**config.mk**
```make
export PLATFORM = sky130hd
export DESIGN_NAME = cpu_run_ctrl
export DESIGN_NICKNAME = d
export VERILOG_FILES = /design/src/rtl/cpu_run_ctrl_pkg.sv /design/src/rtl/cpu_run_ctrl_edge_pulse.sv /design/src/rtl/cpu_run_ctrl.sv
export SDC_FILE = /design/constraint.sdc
export NUM_CORES = 1
export LEC_CHECK = 0
export ABC_AREA = 0
export CELL_PAD_IN_SITES_DETAIL_PLACEMENT = 1
export CELL_PAD_IN_SITES_GLOBAL_PLACEMENT = 2
export CORE_ASPECT_RATIO = 1.25
export CORE_MARGIN = 4
export CORE_UTILIZATION = 29
export DETAILED_ROUTE_END_ITERATION = 8
export GPL_TIMING_DRIVEN = 0
export PLACE_DENSITY_LB_ADDON = 0.1
export SYNTH_ARGS = -nofsm -noshare
export SYNTH_HDL_FRONTEND = slang
export SYNTH_SLANG_ARGS = --single-unit
```
**constraint.sdc**
```tcl
create_clock -name clk -period 3.2 [get_ports clk]
set_input_delay 0.48 -clock clk [delete_from_list [all_inputs] [get_ports clk]]
set_output_delay 0.48 -clock clk [all_outputs]
set_load 0.03 [all_outputs]
```
**src/rtl/cpu_run_ctrl_pkg.sv**
```systemverilog
// Shared types for the run/step/halt sequencer: state encoding, counter width, edge pulses.
package cpu_run_ctrl_pkg;

   localparam int unsigned STATE_W   = 2;
   localparam int unsigned CNT_W_DEF = 32;

   typedef enum logic [STATE_W-1:0] {
      S_IDLE  = 2'b00,
      S_RUN   = 2'b01,
      S_PAUSE = 2'b10,
      S_HALT  = 2'b11
   } run_state_e;

   typedef struct packed {
      logic start;
      logic go;
      logic step;
   } run_pulse_t;

endpackage

```
**src/rtl/cpu_run_ctrl_edge_pulse.sv**
```systemverilog
// Rising-edge detector: one-cycle pulse when d goes 0->1 (d already synchronous to clk).
module cpu_run_ctrl_edge_pulse (
   input  logic clk,
   input  logic rst,
   input  logic d,
   output logic pulse
);

   logic d_q;

   always_ff @(posedge clk) begin
      if (rst) d_q <= 1'b0;
      else     d_q <= d;
   end

   assign pulse = d & ~d_q;

endmodule

```
**src/rtl/cpu_run_ctrl.sv**
```systemverilog
// Run/step/halt sequencer for the single-cycle core: owns the PC/regfile/RAM write
// enable, handles ecall halt, single-step and go-resume, and keeps perf counters.
module cpu_run_ctrl
   import cpu_run_ctrl_pkg::*;
#(
   parameter int unsigned CNT_W = CNT_W_DEF
) (
   input  logic               clk,
   input  logic               rst,
   input  logic               start,
   input  logic               go,
   input  logic               step,
   input  logic               mode_step,
   input  logic               halt_req,
   input  logic               branch_taken,
   output logic               cpu_en,
   output logic [STATE_W-1:0] state,
   output logic               halted,
   output logic [CNT_W-1:0]   cycles,
   output logic [CNT_W-1:0]   instret,
   output logic [CNT_W-1:0]   branches
);

   run_state_e state_q;
   run_state_e state_d;
   run_pulse_t pls;

   cpu_run_ctrl_edge_pulse u_start_pulse (.clk(clk), .rst(rst), .d(start), .pulse(pls.start));
   cpu_run_ctrl_edge_pulse u_go_pulse    (.clk(clk), .rst(rst), .d(go),    .pulse(pls.go));
   cpu_run_ctrl_edge_pulse u_step_pulse  (.clk(clk), .rst(rst), .d(step),  .pulse(pls.step));

   always_ff @(posedge clk) begin
      if (rst) state_q <= S_IDLE;
      else     state_q <= state_d;
   end

   // halt_req wins over every other request, including a coincident step in PAUSE
   always_comb begin
      state_d = state_q;
      case (state_q)
         S_IDLE: begin
            if (pls.start) state_d = mode_step ? S_PAUSE : S_RUN;
         end
         S_RUN: begin
            if (halt_req)       state_d = S_HALT;
            else if (mode_step) state_d = S_PAUSE;
         end
         S_PAUSE: begin
            if (halt_req)        state_d = S_HALT;
            else if (!mode_step) state_d = S_RUN;
         end
         S_HALT: begin
            if (pls.go) state_d = mode_step ? S_PAUSE : S_RUN;
         end
      endcase
   end

   // go in HALT retires the ecall itself so the PC steps past it
   always_comb begin
      cpu_en = 1'b0;
      case (state_q)
         S_IDLE:  cpu_en = 1'b0;
         S_RUN:   cpu_en = ~halt_req;
         S_PAUSE: cpu_en = pls.step & ~halt_req;
         S_HALT:  cpu_en = pls.go;
      endcase
   end

   always_ff @(posedge clk) begin
      if (rst) begin
         halted   <= 1'b0;
         cycles   <= '0;
         instret  <= '0;
         branches <= '0;
      end else begin
         halted   <= (state_d == S_HALT);
         cycles   <= cycles   + CNT_W'(state_q != S_IDLE);
         instret  <= instret  + CNT_W'(cpu_en);
         branches <= branches + CNT_W'(cpu_en & branch_taken);
      end
   end

   assign state = state_q;

endmodule
```
==> impl_metrics.csv <==
group,metric,value,unit
floorplan,core_area,15800,um2
floorplan,rows,51,
sta,rsz0062_at_grt,"no",
place,io_buffers,106,
grt,grt_pass1_wl,23.6,mm
synth,synth_cell_types,35,
finish,diodes,0,
clocking,cts_tree,"built",
floorplan,die_w,122,um
grt,grt_pass1_vias,4715,
finish,postLayoutCoreUtil,40.4,%
sta,fin_skew,0.00688,ns
sta,tightest_slew,0.704,ns
run_status,status,"complete, no violations",
synth,synth_ff_type,"dfxtp_1",
synth,syn_inst,545,
clocking,htreeDepth,3,
finish,nFillCells,1899,
synth,synth_edf_count,0,
synth,synth_compound_area_share,12.4,%
place,dpl.hpwl,10.6,mm
setup_path,path_common_cell,"ha_1",
clocking,numCtsBuffers,9,
synth,ys_seq_area_share,43.4,%
setup_path,path_cells,"clkdlybuf4s50_1 > nor4b_2 > o21ai_0 > o21ai_2 > ha_1 > ha_1 > nand2_2 > or4_4 > or4_1 > a21oi_1",
setup_path,path_max_fanout,6,
synth,syn_nets,560,
setup_path,crit_slowest_cell,"or4_1",
clocking,cts_root_buffer,"clkbuf_16",
power_and_ir_drop,ir_drop,0.253,mV
clocking,clk_pin_slew_worst_paths,0.06,ns
synth,async_flop_share,0,%
power_and_ir_drop,power.total,2.49,mW
routing,routed_wl,14.5,mm
grt,antenna_found_initial,0,
synth,synthMuxAreaShare,2.00,%
grt,grt_remaining_overflow,0,
setup_path,cp_top_family,"simple AND/OR/NAND/NOR gates",
synth,synth-simple-area-share,30.5,%
synth,syn_area_per_cell,8.63,um2
sta,hold_slack,0.492,ns
finish,fin_nets,678,
setup_path,startpoint_type,"input pin",
synth,ys_ff_latch,102,
synth,yosysWarnings,0,
place,finalWeightedCongestion,0.770,
min_path,hold_path.class,"flop to flop",
setup_path,endpoint_kind,"flop",
routing,drt-pass1-iter-count,4,
routing,wire_per_inst,16.5,um
setup_path,slowest_delay,0.52,ns
sta,hold_violations,0,
power_and_ir_drop,p_per_area,391,nW/um2
synth,synth_fa_ha_area_share,1.86,%
floorplan,dieArea,18300,um2
grt,grt_max_degree,15,
routing,route.vias.total,4582,
synth,synth_xor_area_share,6.52,%
sta,setup_viol,0,
routing,ant_nets,0,
sta,period_needed,3.01,ns
setup_path,arrival,3.29,ns
sta,fmax,332,MHz
sta,finalCritPeriodShare,94.2,%
finish,syn_to_final_growth,35.3,%
job,maxCapViolations,0,
floorplan,initial_utilization,29.8,%
floorplan,die_h,150,um
clocking,cts-hold-fix-buffers,0,
sta,maxSlewHeadroom,53.1,%
clocking,insertion_delay,0.35,ns
synth,synth_area,4700,um2
routing,drt_iter0_drc,128,
setup_path,critical_path_class,"input pin to flop",
synth,synth_top_family_by_area,"simple AND/OR/NAND/NOR gates",
sta,final_max_slew_viol_count,0,
clocking,cts.sinks,102,
clocking,clockBufferDepth,2,
setup_path,cp.required,3.47,ns
routing,drc,0,
setup_path,cp_num_buf_inv,1,
grt,grtUsageTotal,16.0,%
power_and_ir_drop,p_leak,1.98,nW
routing,via_per_inst,5.21,
floorplan,pin_count,108,
finish,layout-drive-gt1-share,6.44,%
-- power by group --
part / leakage [nW] / total, mW / internal (mW) / switching [mW]
registers: 0.823 / 1.29 / 1.28 / 0.0118
clock network: 0.137 / 1.07 / 0.594 / 0.479
logic: 1.02 / 0.121 / 0.0449 / 0.0756
total: 1.98 / 2.49 / 1.92 / 0.566
-- per-stage QoR --
step                TNS, ns  setup WS [ns]  instance area (um2)  std cells
global route              0         0.0153                 6360        880
finish                    0          0.185                 6360        880
floorplan                 0         0.0591                 4700        545
detailed placement   -15.39         -0.652                 6030        863
CTS                       0         0.0148                 6330        879
global placement     -13.61         -0.571                 6030        863
-- worst reg2reg max path, delay by kind of cell, from the launching register on --
| family | cells | cell delay [ns] |
|---|---|---|
| DFF | 1 | 0.49 |
| AOI/OAI and AO/OA | 3 | 0.37 |
| and+or+nand+nor | 4 | 1.38 |
| adders and majority gates | 2 | 0.46 |
-- cells in the final DEF (no fill, tap or decap), drive strengths merged, types with 13 or more instances in the layout --
master,count
or4,35
dfxtp,102
clkbuf,36
o31ai,27
nand4,23
a21oi,50
nor2,47
xnor2,18
nand2,34
xor2,17
o21ai,23
or3,23
nor2b,14
nand3,29
and4,13
clkdlybuf4s50,106
inv,14
-- registers in the layout, summed over array words and instances, names as in the netlist --
signal             flops
branches              32
cycles                32
halted                 1
instret               32
state                  2
u_go_pulse.d_q         1
u_start_pulse.d_q      1
u_step_pulse.d_q       1
-- cell type report --
class | instances | area (um2) | area share (%)
Multi-Input combinational cell | 404 | 2540 | 40.0
Sequential cell | 102 | 2040 | 32.1
Timing Repair Buffer | 109 | 1080 | 17.0
Clock buffer | 16 | 282 | 4.42
Tap cell | 212 | 265 | 4.17
Buffer | 23 | 93.8 | 1.47
Inverter | 14 | 52.6 | 0.826
-- final timing paths --
| check | from | slack (ns) | end | depth (start not counted) |
|---|---|---|---|---|
| setup / recovery | halt_req | 0.19 | instret[28] | 10 |
| hold / removal | cycles[31] | 0.49 | cycles[31] | 2 |
| setup reg to reg | state[0] | 0.42 | instret[28] | 9 |
| hold reg to reg | cycles[31] | 0.49 | cycles[31] | 2 |
-- metal layers --
layer,wire length (um),share of wire (%),vias up,track usage [%]
li1,-,-,2233,-
met1,6270,43,2255,19.1
met2,7330,50,80,28.0
met3,685,4.7,14,3.76
met4,224,1.5,0,5.77
met5,0,0,-,0
-- synthesized netlist by cell type, types with 3 or more instances --
cell type  instances  share of area, %
xnor2_1           18               3.4
o21ai_0           23               2.4
dfxtp_1          102                43
clkbuf_1          22               1.8
and4_1            13               2.4
nor3_1             9              0.96
nand2_1           34               2.7
inv_1             14               1.1
nor2b_1           14               1.9
nor2_1            47               3.8
xor2_1            17               3.2
nand3_1           28               3.0
nand4_1           21               2.8
o31ai_1           27               4.3
or4_1             32               5.1
or2_2              3              0.40
and3_1             6              0.80
buf_2              3              0.32
or3_1             23               3.1
a21oi_1           50               5.3
ha_1               7               1.9
and2_1             4              0.53
mux2_2             7               1.7
nor4_1             8               1.1
-- kinds of logic (layout without fill, tap and decap cells) --
| kind of cell | after synthesis | count (layout) |
|---|---|---|
| AND/OR/NAND/NOR | 251 | 252 |
| flip-flops | 102 | 102 |
| AO/OA/AOI/OAI | 102 | 102 |
| adder cells (fa/ha/maj) | 7 | 7 |
| XOR/XNOR | 35 | 35 |
| multiplexers | 8 | 8 |
| buffers and inverters | 40 | 162 |
-- repair_timing --
action                     4_1_cts  5_1_grt
hold endpoints to repair         0        0
gates resized for setup          5        7
buffers inserted                 2        1
pin swaps                        1        1
setup endpoints to repair       29       19
cloned                           0        1
Note: power is estimated with default switching activity, not from simulation.
